$ cat config.mk
export PLATFORM = sky130hd
export DESIGN_NAME = mem_arbiter
export DESIGN_NICKNAME = d
export VERILOG_FILES = /design/src/rtl/mem_arb_pkg.sv /design/src/rtl/mem_arb_prio.sv /design/src/rtl/mem_arbiter.sv
export SDC_FILE = /design/constraint.sdc
export NUM_CORES = 1
export LEC_CHECK = 0
export BUFFER_PORTS_ARGS = -buffer_cell sky130_fd_sc_hd__buf_2
export CAP_MARGIN = 10
export CORE_UTILIZATION = 35
export DETAILED_ROUTE_END_ITERATION = 8
export PLACE_DENSITY = 0.56
export SETUP_SLACK_MARGIN = 0.15
export SYNTH_ARGS = -nofsm -noshare
export SYNTH_HDL_FRONTEND = slang
export SYNTH_SLANG_ARGS = --single-unit
$ cat constraint.sdc
create_clock -name clk -period 4.8 [get_ports clk]
set_input_delay 0.24 -clock clk [delete_from_list [all_inputs] [get_ports clk]]
set_output_delay 0.24 -clock clk [all_outputs]
set_load 0.005 [all_outputs]
$ cat src/rtl/mem_arb_pkg.sv
// mem_arb_pkg: shared types and helpers for the unified-memory arbiter.
//   state_t    - arbiter FSM states (IDLE, READ, WRITE)
//   owner_t    - which requester owns the transaction in flight
//   BEATS      - byte beats per 32-bit word
//   LANE_W     - width of one byte lane
//   first_lane - lowest enabled lane index in a byte-enable mask
//   lane_byte  - extract byte lane k from a 32-bit word
//   clear_lane - drop lane k from a byte-enable mask
package mem_arb_pkg;

    typedef enum logic [1:0] {IDLE, READ, WRITE} state_t;
    typedef enum logic {OWN_I, OWN_D} owner_t;

    localparam int BEATS  = 4;
    localparam int LANE_W = 8;

    // Scanning downwards leaves the lowest set lane as the final answer.
    function automatic logic [1:0] first_lane(input logic [BEATS-1:0] be);
        first_lane = 2'd0;
        for (int k = BEATS - 1; k >= 0; k--) begin
            if (be[k]) first_lane = 2'(k);
        end
    endfunction

    function automatic logic [LANE_W-1:0] lane_byte(input logic [31:0] word,
                                                    input logic [1:0]  k);
        lane_byte = word[LANE_W*k +: LANE_W];
    endfunction

    function automatic logic [BEATS-1:0] clear_lane(input logic [BEATS-1:0] be,
                                                    input logic [1:0]       k);
        clear_lane = be & ~(BEATS'(1) << k);
    endfunction

endpackage

$ cat src/rtl/mem_arb_prio.sv
// mem_arb_prio: combinational fixed-priority selector.
// Data port normally wins; once the data port has been granted STARVE_LIMIT
// times in a row while fetch waited, fetch is forced through.
//   i_req, d_req  - raw requests
//   starve_cnt    - consecutive data grants while fetch was pending
//   grant_i       - fetch would win if the arbiter is idle
//   grant_d       - data would win if the arbiter is idle
import mem_arb_pkg::*;

module mem_arb_prio #(
    parameter int STARVE_LIMIT = 4,
    parameter int CNT_W        = 3
) (
    input  logic             i_req,
    input  logic             d_req,
    input  logic [CNT_W-1:0] starve_cnt,
    output logic             grant_i,
    output logic             grant_d
);

    logic starved;

    assign starved = i_req && (starve_cnt == CNT_W'(STARVE_LIMIT));
    assign grant_d = d_req && !starved;
    assign grant_i = i_req && !grant_d;

endmodule

$ cat src/rtl/mem_arbiter.sv
// mem_arbiter: shares one byte-wide synchronous memory between the fetch
// port and the load/store port. Each 32-bit request is serialised into
// little-endian byte beats at addr+0..addr+3 (wrapping in ADDR_W bits).
//   clk, rst_n                  - clock, async active-low reset
//   i_req/i_addr/i_gnt          - fetch request handshake
//   i_rvalid/i_rdata            - fetch response pulse and word
//   d_req/d_we/d_be/d_addr/d_wdata/d_gnt - load/store request handshake
//   d_rvalid/d_rdata            - load data / store-complete pulse
//   m_en/m_we/m_addr/m_wdata    - registered memory command
//   m_rdata                     - read byte, one cycle after a read beat
import mem_arb_pkg::*;

module mem_arbiter #(
    parameter int ADDR_W       = 16,
    parameter int STARVE_LIMIT = 4
) (
    input  logic              clk,
    input  logic              rst_n,
    input  logic              i_req,
    input  logic [31:0]       i_addr,
    output logic              i_gnt,
    output logic              i_rvalid,
    output logic [31:0]       i_rdata,
    input  logic              d_req,
    input  logic              d_we,
    input  logic [3:0]        d_be,
    input  logic [31:0]       d_addr,
    input  logic [31:0]       d_wdata,
    output logic              d_gnt,
    output logic              d_rvalid,
    output logic [31:0]       d_rdata,
    output logic              m_en,
    output logic              m_we,
    output logic [ADDR_W-1:0] m_addr,
    output logic [7:0]        m_wdata,
    input  logic [7:0]        m_rdata
);

    localparam int CNT_W = $clog2(STARVE_LIMIT + 1);

    state_t             state;
    owner_t             owner;
    logic [ADDR_W-1:0]  base;
    logic [BEATS-1:0]   be_rem;
    logic [31:0]        wdata;
    logic [2:0]         beat;
    logic [23:0]        rbuf;
    logic [CNT_W-1:0]   starve_cnt;
    logic               grant_i;
    logic               grant_d;
    logic [1:0]         acc_lane;
    logic [1:0]         next_lane;
    logic               unused_addr_bits;

    assign unused_addr_bits = ^{i_addr[31:ADDR_W], d_addr[31:ADDR_W]};

    mem_arb_prio #(
        .STARVE_LIMIT (STARVE_LIMIT),
        .CNT_W        (CNT_W)
    ) u_prio (
        .i_req      (i_req),
        .d_req      (d_req),
        .starve_cnt (starve_cnt),
        .grant_i    (grant_i),
        .grant_d    (grant_d)
    );

    // Grants exist only while idle; gating with rst_n keeps them low in reset.
    assign i_gnt = rst_n && (state == IDLE) && grant_i;
    assign d_gnt = rst_n && (state == IDLE) && grant_d;

    assign acc_lane  = first_lane(d_be);
    assign next_lane = first_lane(be_rem);

    // Starvation counter: counts data wins while fetch waits, saturating.
    always_ff @(posedge clk or negedge rst_n) begin
        if (!rst_n) begin
            starve_cnt <= '0;
        end else if (!i_req || i_gnt) begin
            starve_cnt <= '0;
        end else if (d_gnt && starve_cnt != CNT_W'(STARVE_LIMIT)) begin
            starve_cnt <= starve_cnt + 1'b1;
        end
    end

    // Beat sequencer and byte assembler. In READ, 'beat' equals the number of
    // edges since acceptance: beats 1..3 issue addr+beat, bytes come back two
    // edges after their beat, and the last byte is merged straight from
    // m_rdata at beat 5. In WRITE, be_rem holds lanes still to be written.
    always_ff @(posedge clk or negedge rst_n) begin
        if (!rst_n) begin
            state    <= IDLE;
            owner    <= OWN_I;
            base     <= '0;
            be_rem   <= '0;
            wdata    <= '0;
            beat     <= '0;
            rbuf     <= '0;
            i_rvalid <= 1'b0;
            d_rvalid <= 1'b0;
            i_rdata  <= '0;
            d_rdata  <= '0;
            m_en     <= 1'b0;
            m_we     <= 1'b0;
            m_addr   <= '0;
            m_wdata  <= '0;
        end else begin
            i_rvalid <= 1'b0;
            d_rvalid <= 1'b0;
            case (state)
                IDLE: begin
                    m_en <= 1'b0;
                    m_we <= 1'b0;
                    if (i_gnt || d_gnt) begin
                        owner <= i_gnt ? OWN_I : OWN_D;
                        base  <= i_gnt ? i_addr[ADDR_W-1:0] : d_addr[ADDR_W-1:0];
                        wdata <= d_wdata;
                        beat  <= 3'd1;
                        if (d_gnt && d_we) begin
                            state <= WRITE;
                            if (d_be != '0) begin
                                m_en    <= 1'b1;
                                m_we    <= 1'b1;
                                m_addr  <= d_addr[ADDR_W-1:0] + ADDR_W'(acc_lane);
                                m_wdata <= lane_byte(d_wdata, acc_lane);
                                be_rem  <= clear_lane(d_be, acc_lane);
                            end else begin
                                be_rem  <= '0;
                            end
                        end else begin
                            state  <= READ;
                            m_en   <= 1'b1;
                            m_addr <= i_gnt ? i_addr[ADDR_W-1:0] : d_addr[ADDR_W-1:0];
                        end
                    end
                end
                READ: begin
                    beat <= beat + 3'd1;
                    if (beat <= 3'd3) begin
                        m_addr <= base + ADDR_W'(beat);
                    end else begin
                        m_en <= 1'b0;
                    end
                    case (beat)
                        3'd2: rbuf[7:0]   <= m_rdata;
                        3'd3: rbuf[15:8]  <= m_rdata;
                        3'd4: rbuf[23:16] <= m_rdata;
                        default: ;
                    endcase
                    if (beat == 3'd5) begin
                        state <= IDLE;
                        if (owner == OWN_I) begin
                            i_rdata  <= {m_rdata, rbuf};
                            i_rvalid <= 1'b1;
                        end else begin
                            d_rdata  <= {m_rdata, rbuf};
                            d_rvalid <= 1'b1;
                        end
                    end
                end
                WRITE: begin
                    if (be_rem != '0) begin
                        m_en    <= 1'b1;
                        m_we    <= 1'b1;
                        m_addr  <= base + ADDR_W'(next_lane);
                        m_wdata <= lane_byte(wdata, next_lane);
                        be_rem  <= clear_lane(be_rem, next_lane);
                    end else begin
                        m_en     <= 1'b0;
                        m_we     <= 1'b0;
                        d_rvalid <= 1'b1;
                        state    <= IDLE;
                    end
                end
                default: state <= IDLE;
            endcase
        end
    end

endmodule

==> impl_results.md, run 1 <==
- Synth Instances: 863
- I/O Buffers: 174
- Post-route ant nets: 0
- Worst EP arrival: 3.68 ns
- Met3 Use GR: 3.64%
- Hold Vio Cnt, Final: 0
- DRT Pass-1 Iters: 5
- PD cells: 628 nW/µm²
- Lkg Pwr: 4.89 nW
- Most frequent cells in the layout: dfrtp_1 (177), buf_2 (173), nand2_1 (165)
- Fmax: 0.301 GHz
- Multi-input logic area: 4030 µm²
- CP Class: reg2reg
- H-tree levels: 4
- Post-cts resize count: 0
- Worst Setup End Kind: flop
- Final WS setup: 1.48 ns
- Number of synthesized flops with an enable pin: 0
- CP max stage delay: 0.51 ns
- WL final: 23800 µm
- Top FF cell, synth: dfrtp_1
- Synthesized area: 8770 µm²
- Post-CTS Setup Bufs: 0
- NumNets Final: 1145
- Worst hold path class: in2reg
- Initial Util: 35.8%
- Fin crit period: 3.32 ns
- Max VDD drop: 0.283 mV
- Sequential cell area: 4430 µm²
- RSZ-0062 raised after global routing: no
- CTS Sinks: 177
- Syn Nets: 994
- Initial antenna violation count: 0
- Hold_buf cts: 1
- Startpoint types: flop
- Core Region: 24500 µm²
- Synth unique cells: 65
- WHS: 0.0582 ns
- Die W: 160 µm
- DP Worst Slack: 1.54 ns
- Most used cell, CP: ha_1
- Post-DP HPWL: 16300 µm
- Setup_tns: 0 ns
- Commonest non-fill, non-tap cell in the layout: dfrtp_1
- Routed vias/inst: 5.18
- Vias: 7004
- GRT Total Usage: 18.9%
- Top Usage Layer GRT: met2
- Vias in the first global route: 6528
- Clock Skew: 0.0130 ns
- Final Cycle Share: 69.2%
- Num CTS Buffers: 17
- Die area: 25700 µm²
- Syn. warnings: 0
- Remaining DRCs: 0
- Met2 Use GR: 28.9%
- GR Util met1: 27.0%
- Grt ovf: 0
- Slew HR: 22.3%
- Critical path, cell by cell: inv_1 -> ha_1 -> buf_4 -> nor2_1 -> ha_1 -> a21oi_1 -> a211oi_1 -> xnor2_1 -> a22oi_1 -> o311ai_0 -> nand2_1
- CTS tree: done
- Endpoints failing setup: 0
- Chip height: 160 µm
- Reg2reg path depth: 11
- N_diodes: 0
- First-pass GRT wire length: 37700 µm
- Ports: 207
- #FFs+latches synth: 177
- Worst-path clk slew: 0.07 ns
- Layout cells sized above 1: 30.6%
- Layout fillers: 2438
- Clock Path Buffers: 2
- MaxCap Viol Count: 0
- Worst skew pair latency: 0.43 ns
- Slowest-stage cell, CP: ha_1
- Sequential area share after synthesis: 50.5%
- Max FO, Critical Path: 18
- Routed WL per cell: 17.6 µm
- Violation count after the first detailed-routing iteration: 470
- Clock Tree Root: clkbuf_16
- Largest net degree at the start of global routing: 73
- GPL Wtd Cong: 0.820
- Syn Area/Cell: 10.2 µm²
- Worst Hold Depth: 2
- Row Count: 57
- Worst-Margin Slew: 1.16 ns
- Area Overhead vs Synth: 19.6%
- Max-slew violation count: 0
- Status: finished clean
- Async SR Flop Fraction: 100%
- WP data required: 5.16 ns
## registers in the layout, indices dropped and copies added (netlist names)
name        count
d_rdata        32
i_rdata        32
wdata          32
rbuf           24
base           16
m_addr         16
m_wdata         8
be_rem          4
beat            3
starve_cnt      3
state           2
d_rvalid        1
i_rvalid        1
m_en            1
m_we            1
owner           1
## worst max-delay path: cells and delay by family (launching register included)
kind                       cells  cell delay, ns
adders and majority gates      2            0.84
xor gates and xnor gates       1            0.16
and+or+nand+nor                2            0.23
DFF                            1            0.40
AOI/OAI and AO/OA              4            1.19
buffers and inverters          2            0.43
## report_power, final
part / internal, mW / switching (mW)
clock network: 0.737 / 0.639
logic: 1.18 / 1.31
registers: 2.22 / 0.502
total: 4.13 / 2.45
## Yosys cell counts (all sizes together), types with 3 or more instances
cell	n	area, µm²
a31oi	9	56.3
o22ai	3	18.8
nor3	12	70.1
nor4	8	56.3
and4	4	37.5
and2	3	18.8
mux2	89	1000
a21oi	40	200
nand2	166	631
nand3	12	60.1
and3	4	25.0
a21boi	3	22.5
nor3b	4	30.0
dfrtp	177	4430
nand4	10	75.1
o211ai	3	22.5
nor2b	5	31.3
o31ai	3	22.5
a211oi	6	45.0
a22o	9	78.8
clkbuf	34	128
nand3b	8	60.1
a22oi	19	143
a221oi	11	103
ha	16	200
nor2	47	176
buf	18	97.6
xnor2	13	114
o21ai	56	284
o32ai	3	26.3
inv	24	90.1
xor2	4	35.0
mux2i	15	150
a21o	4	30.0
## layout make-up
class                           instances  area share (%)
Tap cell                              324            3.87
Sequential cell                       177            42.2
Timing Repair Buffer                  184            9.13
Clock inverter                         13            1.40
Inverter                               24           0.859
Clock buffer                           19            4.13
Multi-Input combinational cell        610            38.4
## cell families (layout without fill, tap and decap cells)
logic type	Yosys count	after routing	share of synthesized area, %
AND/OR/NAND/NOR	292	292	15.3
AO/OA/AOI/OAI	179	179	13.1
flip-flops	177	177	50.5
multiplexers	104	104	13.1
buffers and inverters	76	240	3.60
adder cells (fa/ha/maj)	18	18	2.74
XOR/XNOR	17	17	1.70
## final timing paths
path / from / end / slack, ns
min in group asynchronous: rst_n / i_rdata[31] / 0.30
hold reg to reg: i_rdata[0] / i_rdata[0] / 0.47
setup / recovery: state[0] / m_addr[11] / 1.48
setup reg to reg: state[0] / m_addr[11] / 1.48
hold / removal: d_wdata[12] / wdata[12] / 0.06
max in group asynchronous: rst_n / base[2] / 2.38
## through the flow
step	utilization (%)	power, mW	std cells	instance area [µm²]
finish	42.9	6.59	1351	10500
floorplan	-	4.29	863	8770
global placement	40.5	5.20	1318	9900
global route	42.9	7.09	1351	10500
CTS	42.9	6.64	1351	10500
detailed placement	40.5	5.25	1318	9900
## per-layer routing
metal / wire length (µm) / vias up / part of all wire (%)
met1: 11300 / 3412 / 48
met4: 403 / 0 / 1.7
met3: 1130 / 30 / 4.7
li1: - / 3358 / -
met2: 10900 / 204 / 46
met5: 0 / - / 0
(Power assumes the default switching activity.)
==> run 2, diff against run 1 <==
--- a/config.mk
+++ b/config.mk
@@ -9,7 +9,7 @@
 export CAP_MARGIN = 10
 export CORE_UTILIZATION = 35
 export DETAILED_ROUTE_END_ITERATION = 8
-export PLACE_DENSITY = 0.56
+export PLACE_DENSITY = 0.58
 export SETUP_SLACK_MARGIN = 0.15
 export SYNTH_ARGS = -nofsm -noshare
 export SYNTH_HDL_FRONTEND = slang
==> constraint.sdc (replaced) <==
create_clock -name clk -period 3 [get_ports clk]
set_input_delay 0.15 -clock clk [delete_from_list [all_inputs] [get_ports clk]]
set_output_delay 0.15 -clock clk [all_outputs]
set_load 0.005 [all_outputs]
==> run 2 against run 1 <==
  * Worst setup slack got worse by 1.1 ns
  * Critical path depth did not move
  * Via count is 3.3% higher
  * Combinational power increased by 70%
  * First-iteration DRC count is 11% higher
==> impl_results.md, run 2 (synthesis results as in run 1) <==
- Status: finished clean
- Most used cell, CP: ha_1
- Worst-Margin Slew: 0.947 ns
- Met1 WL: 11300 µm
- CP Class: reg2reg
- Die area: 25700 µm²
- Post-DP HPWL: 16700 µm
- Worst EP arrival: 2.92 ns
- Setup_tns: 0 ns
- Initial Util: 35.8%
- Hold Vio Cnt, Final: 0
- Uppermost routed layer: met4
- Routed WL per cell: 17.2 µm
- Initial antenna violation count: 1
- DR WL met2: 11300 µm
- Worst skew pair latency: 0.44 ns
- NumNets Final: 1202
- Most frequent cells in the layout: dfrtp_1 (177), buf_2 (173), nand2_1 (165)
- Row Count: 57
- Slowest-stage cell, CP: fa_1
- Worst Setup End Kind: flop
- Chip height: 160 µm
- Area Overhead vs Synth: 26.2%
- Worst hold path class: in2reg
- WP data required: 3.30 ns
- Critical path, cell by cell: inv_1 -> ha_1 -> o22ai_1 -> ha_1 -> fa_1 -> a21oi_1 -> nor3_2 -> nand2_1 -> xnor2_1 -> a221oi_2 -> o21ai_1
- Startpoint types: flop
- WL final: 24200 µm
- Layout fillers: 2412
- I/O Buffers: 174
- Clock Tree Root: clkbuf_16
- H-tree levels: 4
- Largest registers: d_rdata x32, i_rdata x32, wdata x32
- Vias in the first global route: 7022
- Routed vias/inst: 5.14
- CP max stage delay: 0.41 ns
- Reg2reg path depth: 11
- CTS tree: done
- GPL Wtd Cong: 0.837
- Clock Skew: 0.0167 ns
- DR WL met3: 1070 µm
- Fin crit period: 2.62 ns
- Max VDD drop: 0.372 mV
- Remaining DRCs: 0
- Vias: 7238
- Fmax: 0.381 GHz
- Max-slew violation count: 0
- Layout cells sized above 1: 31.3%
- Ports: 207
- GRT Total Usage: 19.3%
- Worst-path clk slew: 0.07 ns
- Num CTS Buffers: 17
- Commonest non-fill, non-tap cell in the layout: dfrtp_1
- Post-CTS Setup Bufs: 0
- DRT Pass-1 Iters: 7
- Max FO, Critical Path: 7
- Core Region: 24500 µm²
- PD cells: 982 nW/µm²
- WHS: 0.0170 ns
- Design area: 11100 µm²
- First-pass GRT wire length: 38800 µm
- Violation count after the first detailed-routing iteration: 521
- MaxCap Viol Count: 0
- CTS Sinks: 177
- Lkg Pwr: 5.17 nW
- Cell Area, Placed: 10000 µm²
- Clock Path Buffers: 2
- Grt ovf: 0
- Pwr Total: 10.9 mW
- Slew HR: 36.9%
- Worst Hold Depth: 3
- Largest net degree at the start of global routing: 71
- Endpoints failing setup: 0
- Post-route ant nets: 0
- RSZ-0062 raised after global routing: yes
- Final Cycle Share: 87.4%
- Die W: 160 µm
-- run 2: cell types whose count changed in the layout (fill, tap and decap cells not counted), sizes merged --
cell         change
dlygate4sd3     +37
inv              +2
bufinv           +1
diode            +1
buf             +21
clkbuf           -2
clkinvlp         -2
-- run 2: worst paths after layout --
check,from,to,slack (ns)
max reg2reg,state[0],m_addr[14],0.38
min,m_rdata[7],i_rdata[31],0.02
max,state[0],m_addr[14],0.38
max in group asynchronous,rst_n,wdata[26],1.43
min in group asynchronous,rst_n,i_rdata[8],0.23
min reg2reg,i_rdata[12],i_rdata[12],0.47
-- run 2: cell type report --
| type | count | area [µm²] | share of cell area (%) |
|---|---|---|---|
| Clock buffer | 18 | 439 | 3.97 |
| Sequential cell | 177 | 4430 | 40.0 |
| Tap cell | 324 | 405 | 3.66 |
| Antenna cell | 1 | 2.50 | 0.0226 |
| Timing Repair Buffer | 241 | 1480 | 13.3 |
| Clock inverter | 14 | 186 | 1.68 |
| Multi-Input combinational cell | 610 | 4040 | 36.5 |
| Inverter | 24 | 90.1 | 0.814 |
-- run 2: power by group --
group          total (mW)  leakage, nW  internal [mW]  switching [mW]
logic                4.23         2.72           2.03            2.20
clock network        2.35        0.304           1.30            1.06
registers            4.28         2.15           3.55           0.738
total                10.9         5.17           6.87            4.00
-- run 2: per-stage QoR --
stage / setup WS, ns / utilization [%] / std cells
after floorplan: 0.201 / - / 863
after global placement: 0.258 / 41.1 / 1338
after detailed placement: 0.202 / 41.1 / 1338
after CTS: 0.264 / 45.2 / 1407
after global routing: 0.133 / 45.3 / 1409
final: 0.377 / 45.3 / 1409
-- run 2: repair_timing --
item,4_1_cts,5_1_grt
hold buffers,37,1
endpoints found under the hold margin,81,1
pin swaps,0,0
setup endpoints to repair,1,3
gates resized for setup,1,2
-- run 2: metal layers --
layer  global-route usage (%)  vias to the layer above
met5                        0                        -
met4                     7.32                        0
met3                     3.43                       35
met2                     31.2                      217
met1                     25.9                     3507
li1                         -                     3479
-- run 2: critical path: cells and delay by family (launching register included) --
family                   cells  cell delay, ns
flip-flops                   1            0.40
adder cells (fa/ha/maj)      3            0.92
XOR/XNOR                     1            0.08
AO/OA/AOI/OAI                4            0.81
AND/OR/NAND/NOR              2            0.20
buffers and inverters        1            0.10
